### src/rtl/x7seg_bin2bcd_scan.sv
// x7seg_bin2bcd_scan
// Accepts a 10-bit binary value over valid/ready, converts it to 4-digit
// packed BCD with a sequential shift-add-3 engine (10 shift cycles), and
// drives a 4-digit multiplexed common-anode 7-segment display from the last
// completed result.
// Optional feature: define X7SEG_BLANK_EN for leading-zero blanking of the
// thousands/hundreds/tens digits.
module x7seg_bin2bcd_scan #(
  parameter int unsigned SCAN_DIV = 50000
) (
  input  logic        clk,
  input  logic        rst_n,
  input  logic [9:0]  bin_in,
  input  logic        bin_valid,
  output logic        bin_ready,
  output logic [15:0] bcd,
  output logic        done,
  output logic [6:0]  smg_duan,
  output logic [3:0]  smg_wei,
  output logic        dp
);

  localparam int unsigned CW = (SCAN_DIV > 1) ? $clog2(SCAN_DIV) : 1;

  typedef enum logic [1:0] {
    IDLE,
    SHIFT,
    DONE
  } state_t;

  state_t        state;
  logic [25:0]   sreg;
  logic [25:0]   sreg_adj;
  logic [3:0]    iter;

  logic [CW-1:0] scan_cnt;
  logic [1:0]    idx;
  logic [3:0]    digit;
  logic          blank;
  logic [6:0]    seg_next;

  // Active-low gfedcba pattern for one BCD nibble; non-decimal codes are dark.
  function automatic logic [6:0] seg7(input logic [3:0] d);
    case (d)
      4'd0:    seg7 = 7'b1000000;
      4'd1:    seg7 = 7'b1111001;
      4'd2:    seg7 = 7'b0100100;
      4'd3:    seg7 = 7'b0110000;
      4'd4:    seg7 = 7'b0011001;
      4'd5:    seg7 = 7'b0010010;
      4'd6:    seg7 = 7'b0000010;
      4'd7:    seg7 = 7'b1111000;
      4'd8:    seg7 = 7'b0000000;
      4'd9:    seg7 = 7'b0010000;
      default: seg7 = 7'b1111111;
    endcase
  endfunction

  // Add-3 correction of every BCD nibble that is 5 or more, ahead of the shift.
  always_comb begin
    sreg_adj = sreg;
    for (int unsigned i = 0; i < 4; i++) begin
      if (sreg[10 + 4*i +: 4] >= 4'd5) begin
        sreg_adj[10 + 4*i +: 4] = sreg[10 + 4*i +: 4] + 4'd3;
      end
    end
  end

  // Conversion FSM: accept, 10 shift-add-3 steps, publish result with a done pulse.
  // bin_ready is registered, so it returns high one cycle after DONE.
  always_ff @(posedge clk or negedge rst_n) begin
    if (!rst_n) begin
      state     <= IDLE;
      bin_ready <= 1'b1;
      bcd       <= '0;
      done      <= 1'b0;
      sreg      <= '0;
      iter      <= '0;
    end else begin
      case (state)
        IDLE: begin
          done <= 1'b0;
          if (bin_valid && bin_ready) begin
            sreg      <= {16'b0, bin_in};
            iter      <= '0;
            bin_ready <= 1'b0;
            state     <= SHIFT;
          end else begin
            bin_ready <= 1'b1;
          end
        end
        SHIFT: begin
          sreg <= {sreg_adj[24:0], 1'b0};
          iter <= iter + 4'd1;
          if (iter == 4'd9) begin
            state <= DONE;
          end
        end
        DONE: begin
          bcd   <= sreg[25:10];
          done  <= 1'b1;
          state <= IDLE;
        end
        default: begin
          state     <= IDLE;
          bin_ready <= 1'b1;
          done      <= 1'b0;
        end
      endcase
    end
  end

  // Free-running scan timer; advances the digit index every SCAN_DIV cycles.
  always_ff @(posedge clk or negedge rst_n) begin
    if (!rst_n) begin
      scan_cnt <= '0;
      idx      <= '0;
    end else if (scan_cnt == CW'(SCAN_DIV - 1)) begin
      scan_cnt <= '0;
      idx      <= idx + 2'd1;
    end else begin
      scan_cnt <= scan_cnt + CW'(1);
    end
  end

  // Select the nibble for the current digit and decide whether it is blanked.
  always_comb begin
    digit = 4'd0;
    blank = 1'b0;
    case (idx)
      2'd0: digit = bcd[3:0];
      2'd1: digit = bcd[7:4];
      2'd2: digit = bcd[11:8];
      default: digit = bcd[15:12];
    endcase
`ifdef X7SEG_BLANK_EN
    case (idx)
      2'd0: blank = 1'b0;
      2'd1: blank = (bcd[15:4] == 12'd0);
      2'd2: blank = (bcd[15:8] == 8'd0);
      default: blank = (bcd[15:12] == 4'd0);
    endcase
`else
    blank = 1'b0;
`endif
    seg_next = blank ? 7'b1111111 : seg7(digit);
  end

  // Registered display outputs, one cycle behind the digit index and bcd.
  always_ff @(posedge clk or negedge rst_n) begin
    if (!rst_n) begin
      smg_wei  <= 4'b1110;
      smg_duan <= 7'b1000000;
    end else begin
      smg_wei  <= ~(4'b0001 << idx);
      smg_duan <= seg_next;
    end
  end

  assign dp = 1'b1;

endmodule

### config.mk
export PLATFORM = sky130hd
export DESIGN_NAME = x7seg_bin2bcd_scan
export DESIGN_NICKNAME = d
export VERILOG_FILES = /design/src/rtl/x7seg_bin2bcd_scan.sv
export SDC_FILE = /design/constraint.sdc
export NUM_CORES = 1
export LEC_CHECK = 0
export BUFFER_PORTS_ARGS = -buffer_cell sky130_fd_sc_hd__buf_2
export CAP_MARGIN = 20
export CORE_UTILIZATION = 40
export CTS_CLUSTER_DIAMETER = 30
export DETAILED_ROUTE_END_ITERATION = 16
export MAX_ROUTING_LAYER = met4
export PLACE_DENSITY = 0.72
export SYNTH_ARGS = -nofsm -noshare
export SYNTH_HDL_FRONTEND = slang
export SYNTH_SLANG_ARGS = --single-unit
### constraint.sdc
create_clock -name clk -period 1.8 [get_ports clk]
set_input_delay 0.09 -clock clk [delete_from_list [all_inputs] [get_ports clk]]
set_output_delay 0.09 -clock clk [all_outputs]
set_load 0.03 [all_outputs]
[After elaboration in Yosys (flattened, before gate mapping)]
Memory sizes are Yosys's and may differ from the RTL's. A register that Yosys moved wholly into a read port is not among the register bits.
Index checks and enable logic that the tools add are counted.
Word-level totals
  register bits: 72
  memory bits (read-only): 112
  output and inout bits: 30
  memories: 1
Cells by class
  add/sub/neg operators: 7
  $lt $le $gt $ge: 4
  equal/unequal tests: 8
  shifts and indexed selects: 1
  muxes and demuxes: 16
  bitwise logic cells: 1
  reduce and logical (&&, ||, !) cells: 8
Memory list
  (no name shown): words 16, width 7, rd ports 1, clocked after Yosys merged registers in 1, wr ports 0, RTL line 44  | case (d)
Operators with widths (number)
  $pmux W26 S2: 1
  $mux W26: 1
  $add A16 B1 Y16 const B: 1
  $eq A16 B16 Y1 const B: 1
  $ge A4 B3 Y1 const B: 4
  $mux W16: 1
  $mux W4: 4
  $add A4 B2 Y4 const B: 3
  $pmux W4 S3: 1
  $pmux W4 S2: 1
  $add A4 B1 Y4 const B: 1
  $eq A2 B1 Y1 const B: 2
  $eq A2 B2 Y1 const B: 2
  $eq A4 B4 Y1 const B: 1
  $logic_not A2 Y1: 2
  $mux W2: 2
  $ne A2 B2 Y1 const B: 2
  $not A4 Y4: 1
  $pmux W1 S2: 2
  $pmux W2 S2: 1
  $reduce_and A2 Y1: 2
  $shl A1 B2 Y4 const A: 1
  $add A3 B2 Y3 const B: 1
  $mux W3: 1
  other kinds (6): 6

[Depth between registers and ports, before layout]
  depth in word-level cells: 3
  gate-level depth with buffers: 8

[Worst setup path after synthesis]
Ideal clock, no wire load.
  path type: register to register
  from: reg idx[0]
  to: reg smg_duan[3]
  library setup time: 0.135 ns
  arrival: 1.635 ns
  required time: 1.665 ns
  slack: 0.030 ns
  cell stages (with the launch flop): 9
  buffers on the path: 0
  cell sequence: dfrtp_1 > inv_1 > ha_1 > a222oi_1 > a21oi_1 > inv_1 > ha_1 > nand2_1 > nand3_1
Between the ends
  word-level cells in the longest chain between the ends: 2
  elaborated cells on any way between the ends: 4
  classes of those cells: eq/ne: 2; mux: 1; reduce/logical: 1
RTL lines
  start, declared: RTL line 37  | logic [1:0] idx;
  start signal, assigned: RTL line 120  | idx <= idx + 2'd1;
  $eq A2 B2 Y1, or another cell as far along: RTL line 130  | case (idx)
  $pmux W4 S3 *: RTL line 130
  end, declared: RTL line 18  | output logic [6:0] smg_duan,
Mark *: on every way between the ends. The rest lies on a longest branch, timed or not.
A chain may end at the register's enable or synchronous reset.

[Final worst setup path]
  from: reg idx[0]
  to: reg smg_duan[2]
The elaborated chain is that of the path after synthesis.

==> flow_summary.json <==
{
  "seq_area_um2": 1983,
  "fmax_mhz": 515.2,
  "clkLatencyLatePin_ns": 0.36,
  "antenna_left": 0,
  "start_util_pct": 41.77,
  "clk_pin_slew_ns": 0.10,
  "powerDensity_nw_per_um2": 1212,
  "yosysSeqAreaShare_pct": 50.90,
  "drive_gt1_share_pct": 31.36,
  "cts_root_buffer": "clkbuf_8",
  "cp_data_arrival_time_ns": 2.17,
  "hold_path.class": "input port to flip-flop",
  "cp_max_fo": 5,
  "ff2ff_path_depth": 7,
  "whs_ns": 0.01638,
  "cts_buffers": 9,
  "pre_cts_ws_ns": -0.1085,
  "grt_max_degree": 41,
  "finalSetupViolCount": 6,
  "startpoint_type": "flip-flop",
  "overflow": 0,
  "end_kind": "flip-flop",
  "io-pin-count": 43,
  "clkSinkCount": 79,
  "rsz0062_at_grt": "true",
  "cap_violations": 0,
  "routed_wl_mm": 8.038,
  "first_global_vias": 2799,
  "ys_top_cells_by_area": "dfrtp_1 48%, ha_1 7.4%, mux2_2 6.1%",
  "hpwl_mm": 5.656,
  "cp.required_ns": 2.03,
  "holdPathStages": 3,
  "peakVddDrop_mv": 0.5948,
  "wl_per_cell_um": 14.13,
  "fillers": 831,
  "violations": "negative setup slack",
  "synth_most_common_cell": "dfrtp_1",
  "yosys.area.top_type": "dfrtp_1",
  "route.detailed.drc": 0,
  "setup_ws_ns": -0.1411,
  "clock_path_buffers": 2,
  "multi_input_area_um2": 1853,
  "worstSetupPathType": "flip-flop to flip-flop",
  "final_core_util_pct": 51.27,
  "coreArea_um2": 9328,
  "syn_avg_cell_area_um2": 10.79,
  "firstDrtPassIters": 6,
  "yosys.area.top_type_share_pct": 47.53,
  "synth_seq_cells": 79,
  "status": "complete, but fails checks",
  "synth_area_um2": 3896,
  "fin_setup_tns_ns": -0.5570,
  "die_x_um": 100.7,
  "antenna_found_initial": 0,
  "ys.flop_type": "dfrtp_1",
  "ys_warn_count": 0,
  "final.period_utilization_pct": 107.8,
  "period_needed_ns": 1.941,
  "finalNonFillerCells": 569,
  "async_flop_share_pct": 100.0,
  "drtIter0Drc": 110,
  "synth_commonest_cells": "74 x dfrtp_1, 45 x nand2_1, 34 x o21ai_0",
  "cts_tree": "yes",
  "area_growth_syn_to_layout_pct": 22.74,
  "syn_nets": 397,
  "grt.total_usage_pct": 17.57,
  "leakagePower_nw": 2.250,
  "via_count": 2897,
  "gp_congestion": 0.9381,
  "numPortBuffers": 41,
  "diodes": 0,
  "hold_viol_final": 0,
  "total_power_mw": 5.797,
  "finClkSkew_ns": 0.01587,
  "synth-edff-count": 0,
  "nets": 471,
  "core.rowCount": 35,
  "place_area_um2": 4422,
  "drv_slew": 0,
  "vias_per_cell": 5.091,
  "grt_first_pass_wirelength_mm": 13.27,
  "fin_area_um2": 4782,
  "htree_levels": 3,
  "synth_cells": 361,
  "die-area_um2": 10140,
  "die_y_um": 100.7,
  "yosysUniqueCellTypes": 40,
  "place_inst": 545
}
cell type report:
cell class	instances	share of cell area (%)
clock inverter	6	1.047
multi-input combinational	244	38.75
inverter	25	1.962
sequential	79	41.47
tap	129	3.375
clock buffer	10	2.878
timing repair buffer	76	10.52
where the power goes:
part           total [mW]  switching, mW  internal [mW]  leakage (nW)
sequential           2.28          0.209           2.08          1.05
clock                1.26          0.705          0.558        0.0903
combinational        2.25           1.28          0.973          1.11
path summary, 6_finish.rpt:
| path | start | slack [ns] | end |
|---|---|---|---|
| worst min-delay path | bin_in[5] | 0.02 | sreg[5] |
| worst max-delay path | idx[0] | -0.14 | smg_duan[2] |
| min in group asynchronous | rst_n | 0.24 | bcd[5] |
| max in group asynchronous | rst_n | 0.91 | bin_ready |
| worst max register to register | idx[0] | -0.14 | smg_duan[2] |
| worst min register to register | scan_cnt[0] | 0.49 | scan_cnt[0] |
cells in the final DEF, fill, tap and decap left out, types with 4 or more instances in the layout:
cell | synthesis | layout
nand2b_1 | 5 | 5
nor2_1 | 12 | 12
a222oi_1 | 4 | 4
nand4_1 | 6 | 6
buf_4 | 1 | 33
a21oi_1 | 12 | 10
a22o_1 | 6 | 6
clkbuf_8 | 0 | 10
buf_2 | 2 | 40
nand3_1 | 9 | 9
inv_1 | 24 | 21
dfstp_2 | 5 | 5
xnor2_1 | 11 | 11
inv_6 | 0 | 4
nor3_1 | 5 | 4
xor2_1 | 8 | 8
dfrtp_1 | 74 | 74
mux2_2 | 21 | 21
ha_1 | 23 | 19
o21ai_0 | 34 | 32
mux2i_1 | 17 | 14
nand2_1 | 45 | 44
logic make-up after synthesis:
kind of cell    count (synthesis)  share of synthesized area [%]
simple gates                   95                          12.11
buf+inv                        38                          4.014
xor+xnor                       19                          4.271
compound gates                 68                          10.79
fa+ha+maj                      23                          7.386
flops                          79                          50.90
other cells                     1                        0.09625
mux                            38                          10.44
worst max-delay path: stages (launching register included):
cell,delay [ns]
dfrtp_1,0.39
inv_2,0.08
ha_2,0.23
a222oi_1,0.45
mux2i_2,0.19
buf_4,0.18
nor2_1,0.18
a21oi_1,0.11
layer usage:
metal / up-vias / track usage, % / part of all wire [%]
met4: 0 / 8.807 / 1.7
met5: - / - / 0
met1: 1430 / 21.74 / 47
li1: 1401 / - / -
met2: 57 / 28.03 / 49
met3: 9 / 2.774 / 2.8
sequential cells by signal (all words and copies together), names as in the netlist:
register   flops
iter           4
smg_wei        4
done           1
bcd           16
state          2
idx            2
smg_duan       7
scan_cnt      16
bin_ready      1
sreg          26
what timing repair did:
action / CTS / global route
hold buffers: 1 / 0
resized for setup: 10 / 13
hold endpoints to repair: 36 / 0
endpoints found under the setup margin: 8 / 17
gates cloned: 0 / 1
pin swaps: 7 / 7
buffers inserted: 3 / 3
No activity file was read; power rests on OpenSTA's default activity.
